## src/rtl/mem_arbiter_if.sv

```systemverilog
`default_nettype none
// ============================================================================
//  Module      : mem_arbiter_if
//  Description : Request/response signals of the icache and dcache ports plus
//                the shared byte-wide memory bus. The slave modport is the
//                arbiter's view; the master modport is the view of the
//                requesters and the memory/UART side.
//  Revision    : 1.0 - initial release
// ============================================================================
interface mem_arbiter_if;
    // instruction fetch port
    logic        if_req;
    logic [31:0] if_addr;
    logic        if_flush;
    logic        if_done;
    logic [31:0] if_data;
    // data port
    logic        d_req;
    logic        d_wr;
    logic [1:0]  d_size;
    logic [31:0] d_addr;
    logic [31:0] d_wdata;
    logic        d_done;
    logic [31:0] d_rdata;
    // byte-wide memory bus
    logic [7:0]  mem_din;
    logic [7:0]  mem_dout;
    logic [31:0] mem_a;
    logic        mem_wr;
    logic        io_buffer_full;
    logic        busy;

    modport slave (
        input  if_req, if_addr, if_flush,
        output if_done, if_data,
        input  d_req, d_wr, d_size, d_addr, d_wdata,
        output d_done, d_rdata,
        input  mem_din, io_buffer_full,
        output mem_dout, mem_a, mem_wr, busy
    );

    modport master (
        output if_req, if_addr, if_flush,
        input  if_done, if_data,
        output d_req, d_wr, d_size, d_addr, d_wdata,
        input  d_done, d_rdata,
        output mem_din, io_buffer_full,
        input  mem_dout, mem_a, mem_wr, busy
    );
endinterface
`default_nettype wire

```

## src/rtl/mem_arbiter.sv

```systemverilog
`default_nettype none
// ============================================================================
//  Module      : mem_arbiter
//  Description : Arbiter and byte-beat sequencer for the single byte-wide
//                memory bus shared by the instruction and data caches.
//                Splits 1/2/4-byte accesses into byte beats, assembles read
//                bytes little-endian and stalls I/O writes while the UART
//                buffer is full.
//  Options     : MEM_ARB_RR_EN - round-robin tie-break between data and
//                instruction requests (default: data always wins a tie).
//  Revision    : 1.0 - initial release
// ============================================================================
module mem_arbiter (
    input  wire          clk_in,
    input  wire          rst_in,
    input  wire          rdy_in,
    mem_arbiter_if.slave bus
);

    localparam logic [1:0] C_IDLE = 2'd0;
    localparam logic [1:0] C_RD   = 2'd1;
    localparam logic [1:0] C_WR   = 2'd2;
    localparam logic [1:0] C_DONE = 2'd3;

    logic [1:0]  r_state;
    logic [1:0]  w_next_state;

    logic [2:0]  r_cnt;        // beat counter k
    logic [2:0]  r_len;        // beats in this transaction (1/2/4)
    logic [31:0] r_addr;
    logic [31:0] r_wdata;
    logic        r_is_data;    // granted transaction belongs to the data port
    logic        r_cap_en;     // a read byte is arriving on mem_din this cycle
    logic [1:0]  r_cap_lane;   // lane that byte belongs to
    logic [31:0] r_data;       // assembled read word

    logic        w_if_ok;
    logic        w_grant_d;
    logic        w_grant_i;
    logic [31:0] w_beat_addr;
    logic        w_stall;
    logic        w_abort;
    logic        w_last_wr;

`ifdef MEM_ARB_RR_EN
    logic        r_last_data;  // 1 = data port was granted last
`endif

    assign w_if_ok     = bus.if_req && !bus.if_flush;
    assign w_beat_addr = r_addr + {29'd0, r_cnt};
    assign w_stall     = (r_state == C_WR) && (w_beat_addr[17:16] == 2'b11)
                         && bus.io_buffer_full;
    assign w_abort     = (r_state == C_RD) && !r_is_data && bus.if_flush;
    assign w_last_wr   = (r_cnt == (r_len - 3'd1));

    // Grant decision, only meaningful while idle
    always_comb begin
        w_grant_d = 1'b0;
        w_grant_i = 1'b0;
        if (r_state == C_IDLE) begin
`ifdef MEM_ARB_RR_EN
            if (bus.d_req && w_if_ok) begin
                w_grant_d = !r_last_data;
                w_grant_i = r_last_data;
            end else begin
                w_grant_d = bus.d_req;
                w_grant_i = w_if_ok;
            end
`else
            w_grant_d = bus.d_req;
            w_grant_i = !bus.d_req && w_if_ok;
`endif
        end
    end

`ifdef MEM_ARB_RR_EN
    // Remember which port won the most recent grant
    always_ff @(posedge clk_in or negedge rst_in) begin
        if (!rst_in) begin
            r_last_data <= 1'b0;
        end else if (rdy_in && (w_grant_d || w_grant_i)) begin
            r_last_data <= w_grant_d;
        end
    end
`endif

    // State register; rdy_in low holds the current state
    always_ff @(posedge clk_in or negedge rst_in) begin
        if (!rst_in) begin
            r_state <= C_IDLE;
        end else if (rdy_in) begin
            r_state <= w_next_state;
        end
    end

    // Next-state logic
    always_comb begin
        w_next_state = r_state;
        case (r_state)
            C_IDLE: begin
                if (w_grant_d) begin
                    w_next_state = bus.d_wr ? C_WR : C_RD;
                end else if (w_grant_i) begin
                    w_next_state = C_RD;
                end
            end
            C_RD: begin
                if (w_abort) begin
                    w_next_state = C_IDLE;
                end else if (r_cnt == r_len) begin
                    w_next_state = C_DONE;
                end
            end
            C_WR: begin
                if (!w_stall && w_last_wr) begin
                    w_next_state = C_DONE;
                end
            end
            default: w_next_state = C_IDLE;
        endcase
    end

    // Transaction latch, beat counter and read-lane assembly
    always_ff @(posedge clk_in or negedge rst_in) begin
        if (!rst_in) begin
            r_cnt      <= 3'd0;
            r_len      <= 3'd0;
            r_addr     <= 32'd0;
            r_wdata    <= 32'd0;
            r_is_data  <= 1'b0;
            r_cap_en   <= 1'b0;
            r_cap_lane <= 2'd0;
            r_data     <= 32'd0;
        end else begin
            // A byte already requested is captured even while frozen
            if (r_cap_en) begin
                r_data[{r_cap_lane, 3'b000} +: 8] <= bus.mem_din;
            end
            r_cap_en <= 1'b0;
            if (rdy_in) begin
                case (r_state)
                    C_IDLE: begin
                        if (w_grant_d || w_grant_i) begin
                            r_cnt     <= 3'd0;
                            r_is_data <= w_grant_d;
                            r_addr    <= w_grant_d ? bus.d_addr : bus.if_addr;
                            r_wdata   <= bus.d_wdata;
                            r_data    <= 32'd0;
                            if (!w_grant_d || bus.d_size[1]) begin
                                r_len <= 3'd4;
                            end else if (bus.d_size[0]) begin
                                r_len <= 3'd2;
                            end else begin
                                r_len <= 3'd1;
                            end
                        end
                    end
                    C_RD: begin
                        if (w_abort) begin
                            r_data <= 32'd0;
                        end else if (r_cnt != r_len) begin
                            r_cap_en   <= 1'b1;
                            r_cap_lane <= r_cnt[1:0];
                            r_cnt      <= r_cnt + 3'd1;
                        end
                    end
                    C_WR: begin
                        if (!w_stall) begin
                            r_cnt <= r_cnt + 3'd1;
                        end
                    end
                    default: ;
                endcase
            end
        end
    end

    // Bus and handshake outputs decoded from the current state
    always_comb begin
        bus.busy     = (r_state != C_IDLE);
        bus.d_done   = (r_state == C_DONE) && r_is_data;
        bus.if_done  = (r_state == C_DONE) && !r_is_data && !bus.if_flush;
        bus.mem_a    = 32'd0;
        bus.mem_dout = 8'd0;
        bus.mem_wr   = 1'b0;
        case (r_state)
            C_RD: begin
                // The trailing capture cycle issues no address
                if (r_cnt != r_len) begin
                    bus.mem_a = w_beat_addr;
                end
            end
            C_WR: begin
                bus.mem_a    = w_beat_addr;
                bus.mem_dout = r_wdata[{r_cnt[1:0], 3'b000} +: 8];
                bus.mem_wr   = rdy_in && !w_stall;
            end
            default: ;
        endcase
    end

    assign bus.d_rdata = r_data;
    assign bus.if_data = r_data;

endmodule
`default_nettype wire
```

## src/flat_wrapper.sv

```systemverilog
// flat-port wrapper written by rule: the top's interface ports become plain ports
module mem_arbiter_flat 
  (clk_in, rst_in, rdy_in, bus_if_req, bus_if_addr, bus_if_flush, bus_if_done, bus_if_data, bus_d_req, bus_d_wr, bus_d_size, bus_d_addr, bus_d_wdata, bus_d_done, bus_d_rdata, bus_mem_din, bus_io_buffer_full, bus_mem_dout, bus_mem_a, bus_mem_wr, bus_busy);
  mem_arbiter_if bus_i ();
  input  wire clk_in;
  input  wire rst_in;
  input  wire rdy_in;
  input wire logic [$bits(bus_i.if_req)-1:0] bus_if_req;
  input wire logic [$bits(bus_i.if_addr)-1:0] bus_if_addr;
  input wire logic [$bits(bus_i.if_flush)-1:0] bus_if_flush;
  output wire logic [$bits(bus_i.if_done)-1:0] bus_if_done;
  output wire logic [$bits(bus_i.if_data)-1:0] bus_if_data;
  input wire logic [$bits(bus_i.d_req)-1:0] bus_d_req;
  input wire logic [$bits(bus_i.d_wr)-1:0] bus_d_wr;
  input wire logic [$bits(bus_i.d_size)-1:0] bus_d_size;
  input wire logic [$bits(bus_i.d_addr)-1:0] bus_d_addr;
  input wire logic [$bits(bus_i.d_wdata)-1:0] bus_d_wdata;
  output wire logic [$bits(bus_i.d_done)-1:0] bus_d_done;
  output wire logic [$bits(bus_i.d_rdata)-1:0] bus_d_rdata;
  input wire logic [$bits(bus_i.mem_din)-1:0] bus_mem_din;
  input wire logic [$bits(bus_i.io_buffer_full)-1:0] bus_io_buffer_full;
  output wire logic [$bits(bus_i.mem_dout)-1:0] bus_mem_dout;
  output wire logic [$bits(bus_i.mem_a)-1:0] bus_mem_a;
  output wire logic [$bits(bus_i.mem_wr)-1:0] bus_mem_wr;
  output wire logic [$bits(bus_i.busy)-1:0] bus_busy;
  assign bus_i.if_req = bus_if_req;
  assign bus_i.if_addr = bus_if_addr;
  assign bus_i.if_flush = bus_if_flush;
  assign bus_if_done = bus_i.if_done;
  assign bus_if_data = bus_i.if_data;
  assign bus_i.d_req = bus_d_req;
  assign bus_i.d_wr = bus_d_wr;
  assign bus_i.d_size = bus_d_size;
  assign bus_i.d_addr = bus_d_addr;
  assign bus_i.d_wdata = bus_d_wdata;
  assign bus_d_done = bus_i.d_done;
  assign bus_d_rdata = bus_i.d_rdata;
  assign bus_i.mem_din = bus_mem_din;
  assign bus_i.io_buffer_full = bus_io_buffer_full;
  assign bus_mem_dout = bus_i.mem_dout;
  assign bus_mem_a = bus_i.mem_a;
  assign bus_mem_wr = bus_i.mem_wr;
  assign bus_busy = bus_i.busy;
  mem_arbiter u_core (.clk_in(clk_in), .rst_in(rst_in), .rdy_in(rdy_in), .bus(bus_i));
endmodule
```

## config.mk

```make
export PLATFORM = sky130hd
export DESIGN_NAME = mem_arbiter_flat
export DESIGN_NICKNAME = d
export VERILOG_FILES = /design/src/rtl/mem_arbiter_if.sv /design/src/rtl/mem_arbiter.sv /design/src/flat_wrapper.sv
export SDC_FILE = /design/constraint.sdc
export NUM_CORES = 1
export LEC_CHECK = 0
export CAP_MARGIN = 20
export CORE_ASPECT_RATIO = 1.4
export CORE_UTILIZATION = 49
export DETAILED_ROUTE_END_ITERATION = 10
export PLACE_DENSITY = 0.87
export SLEW_MARGIN = 40
export SYNTH_ARGS = -nofsm -noshare
export SYNTH_HDL_FRONTEND = slang
export SYNTH_SLANG_ARGS = --single-unit
```

## constraint.sdc

```tcl
create_clock -name clk_in -period 7.7 [get_ports clk_in]
set_input_delay 1.155 -clock clk_in [delete_from_list [all_inputs] [get_ports clk_in]]
set_output_delay 1.155 -clock clk_in [all_outputs]
set_load 0.1 [all_outputs]
```

==> impl_metrics.env <==
export IMPL_status="finished clean"
export IMPL_grt_util_all_layers_pct=25.2
export IMPL_async_flop_share_pct=100
export IMPL_syn_area_sq_um=6120
export IMPL_critPathSlowestCell="dfrtp_1"
export IMPL_syn_num_nets=726
export IMPL_finalNetCount=906
export IMPL_power_per_cell_area_nw_per_um2=426
export IMPL_finalMaxSlewViolations=0
export IMPL_final_core_util_pct=66.6
export IMPL_finalCriticalPeriod_ns=4.99
export IMPL_die_x_microns=96.4
export IMPL_grt_pass1_vias=5297
export IMPL_top_layer="met4"
export IMPL_p_clk_share_pct=13.4
export IMPL_die_area_sq_um=12900
export IMPL_clk_latency_ns=0.34
export IMPL_avgViaCountPerCell=5.61
export IMPL_yosysTopAreaCellShare_pct=44.2
export IMPL_cts_setup_buffers=0
export IMPL_core_region_area_sq_um=12000
export IMPL_max_slew_margin_pct=44.6
export IMPL_diodes=0
export IMPL_routed_wl_mm=15.7
export IMPL_intPower_mw=1.58
export IMPL_synth_seq_area_share_pct=44.2
export IMPL_ys_flop_type="dfrtp_1"
export IMPL_worstSetupPathType="reg -> out"
export IMPL_cts_tree="yes"
export IMPL_ys_seq_elements=108
export IMPL_wl_met2_mm=8.56
export IMPL_dieHeight_microns=134
export IMPL_syn_area_per_cell_sq_um=10.3
export IMPL_routed_wl_met3_microns=911
export IMPL_start_util_pct=51.0
export IMPL_area_delta_synth_final_pct=30.7
export IMPL_synth_top_cells_by_count="dfrtp_1 (108), nor2_1 (68), nand2_1 (52)"
export IMPL_drc=0
export IMPL_p_comb_share_pct=57.7
export IMPL_p_total_mw=3.40
export IMPL_leakagePower_nw=3.88
export IMPL_ys_warn_count=0
export IMPL_cts_resized=0
export IMPL_place_ws_ns=3.03
export IMPL_clk_pin_slew_ns=0.07
export IMPL_syn_inst=596
export IMPL_cts_hold_buffers=0
export IMPL_slowest_delay_ns=0.84
export IMPL_max_freq_mhz=200
export IMPL_skew_ns=0.00663
export IMPL_synth_cell_types=58
export IMPL_fillers=933
export IMPL_fin_area_sq_um=7990
export IMPL_finalCritPeriodShare_pct=64.8
export IMPL_synth_area_leaders="dfrtp_1 (44%), mux2_2 (6.1%), mux2i_1 (5.6%)"
export IMPL_grt_overflow=0
export IMPL_dp_hpwl_mm=11.9
export IMPL_rsz0062_at_grt="no"
export IMPL_start_kind="flop"
export IMPL_clockRootBuffer="clkbuf_16"
export IMPL_wirelength_met1_mm=5.70
export IMPL_first_pass_iters=5
export IMPL_layout_drive_gt1_share_pct=24.3
export IMPL_clock_sinks=108
export IMPL_setup_violations=0
export IMPL_tightest_slew_ns=0.829
export IMPL_worst_setup_path_end_kind="output port"
export IMPL_min_path_type="reg -> reg"
export IMPL_synth_most_common_cell="dfrtp_1"
export IMPL_vias=5209
export IMPL_cts_made_buffers=9
export IMPL_antenna_found_initial=0
export IMPL_yosysTopAreaCell="dfrtp_1"
export IMPL_power_switching_mw=1.82
export IMPL_post_drt_wl_per_cell_microns=16.9
export IMPL_ant_nets=0
export IMPL_drt_iter0_drc=199
export IMPL_path_max_fanout=14
export IMPL_crit_arrival_ns=3.83
export IMPL_seqPwrFrac_pct=29.0
export IMPL_required_ns=6.55
export IMPL_cap_violations=0
export IMPL_row_count=47
export IMPL_htree_num_levels=3
export IMPL_synth_edff_count=0
export IMPL_hold_viol_final=0
export IMPL_io_pins=222
export IMPL_grt_first_pass_wirelength_mm=25.0
export IMPL_tns_ns=0
export IMPL_peakVddDrop_uv=254
export IMPL_placed_area_sq_um=7700
export IMPL_fin_ws_ns=2.71
export IMPL_worstPathCellList="ha_1 > inv_1 > fa_1 > and2b_1 > o21ba_2 > nand4_1 > or3_1 > a21oi_1 > buf_2"
export IMPL_place_congestion=0.861
export IMPL_io_buffer_count=221
export IMPL_grt_max_degree=80
export IMPL_switching_share_pct=53.6
export IMPL_clock_path_buffers=2
[flip-flops by register name, summed over array words and instances, names as in the netlist]
register / cells
u_core.r_state: 2
u_core.bus.d_rdata: 32
u_core.r_is_data: 1
u_core.r_cap_lane: 2
u_core.r_cap_en: 1
u_core.r_wdata: 32
u_core.r_addr: 32
u_core.r_len: 3
u_core.r_cnt: 3
[layout by cell type (no fill, tap or decap), types with 4 or more instances in the layout]
cell,n
xnor2_1,19
mux2i_1,34
ha_1,15
nor2_1,68
nand2_1,51
a22oi_1,32
nor3_1,6
dfrtp_1,108
buf_4,6
nand3_1,9
clkbuf_16,9
mux4_2,8
buf_2,108
nand4_1,6
mux2_2,33
a21oi_1,8
inv_1,23
o21ai_0,38
and2_1,11
nor3b_1,4
xor2_1,8
clkdlybuf4s50_1,112
[worst max-delay path: cells and delay by family, from the launching register on]
kind	cells	cell delay (ns)
compound gates	2	0.36
fa+ha+maj	2	0.70
buf+inv	2	0.51
simple gates	3	1.09
flops	1	0.84
[power groups by stage]
stage / Sequential (mW) / Clock, mW / Combinational (mW)
CTS: 0.984 / 0.466 / 1.97
global placement: 0.974 / 0 / 2.02
finish: 0.985 / 0.455 / 1.96
global route: 1.02 / 0.489 / 2.08
detailed placement: 0.994 / 0 / 1.96
floorplan: 1.04 / 0 / 1.53
[through the flow]
stage,hold slack [ns],cells
finish,0.507,928
detailed placement,0.491,912
global placement,0.475,912
global route,0.526,928
CTS,0.508,928
floorplan,0.456,596
[routing by layer]
layer  vias to the layer above  global-route usage, %
li1                       2420                      -
met4                         0                   11.4
met1                      2526                   28.2
met2                       225                   45.6
met5                         -                      0
met3                        38                   4.02
[cell type report]
class	instances	area, sq um	area share, %
Multi-Input combinational cell	407	3010	37.6
Sequential cell	108	2700	33.8
Timing Repair Buffer	227	1720	21.5
Clock buffer	10	229	2.86
Tap cell	147	184	2.30
Inverter	23	86.3	1.08
Clock inverter	6	65.1	0.814
[worst paths after layout]
| kind | from | end | slack, ns | depth (start not counted) |
|---|---|---|---|---|
| setup reg to reg | u_core.r_cnt[0]$_DFFE_PN0P_ | u_core.r_cnt[0]$_DFFE_PN0P_ | 4.48 | 9 |
| max in group asynchronous | rst_in | u_core.r_wdata[6]$_DFFE_PN0P_ | 5.93 | 2 |
| setup / recovery | u_core.r_cnt[0]$_DFFE_PN0P_ | bus_mem_a[22] | 2.71 | 9 |
| min in group asynchronous | rst_in | u_core.r_addr[26]$_DFFE_PN0P_ | 0.73 | 1 |
| hold / removal | u_core.r_wdata[28]$_DFFE_PN0P_ | u_core.r_wdata[28]$_DFFE_PN0P_ | 0.51 | 1 |
| hold reg to reg | u_core.r_wdata[28]$_DFFE_PN0P_ | u_core.r_wdata[28]$_DFFE_PN0P_ | 0.51 | 1 |
[cell families after synthesis]
kind of cell | after synthesis | synth area share [%]
AOI/OAI and AO/OA | 102 | 11.6
xor gates and xnor gates | 27 | 3.87
adders and majority gates | 16 | 3.40
buffers and inverters | 81 | 7.00
DFF | 108 | 44.2
muxes | 76 | 14.8
and+or+nand+nor | 186 | 15.1
No activity file was read; power rests on OpenSTA's default activity.
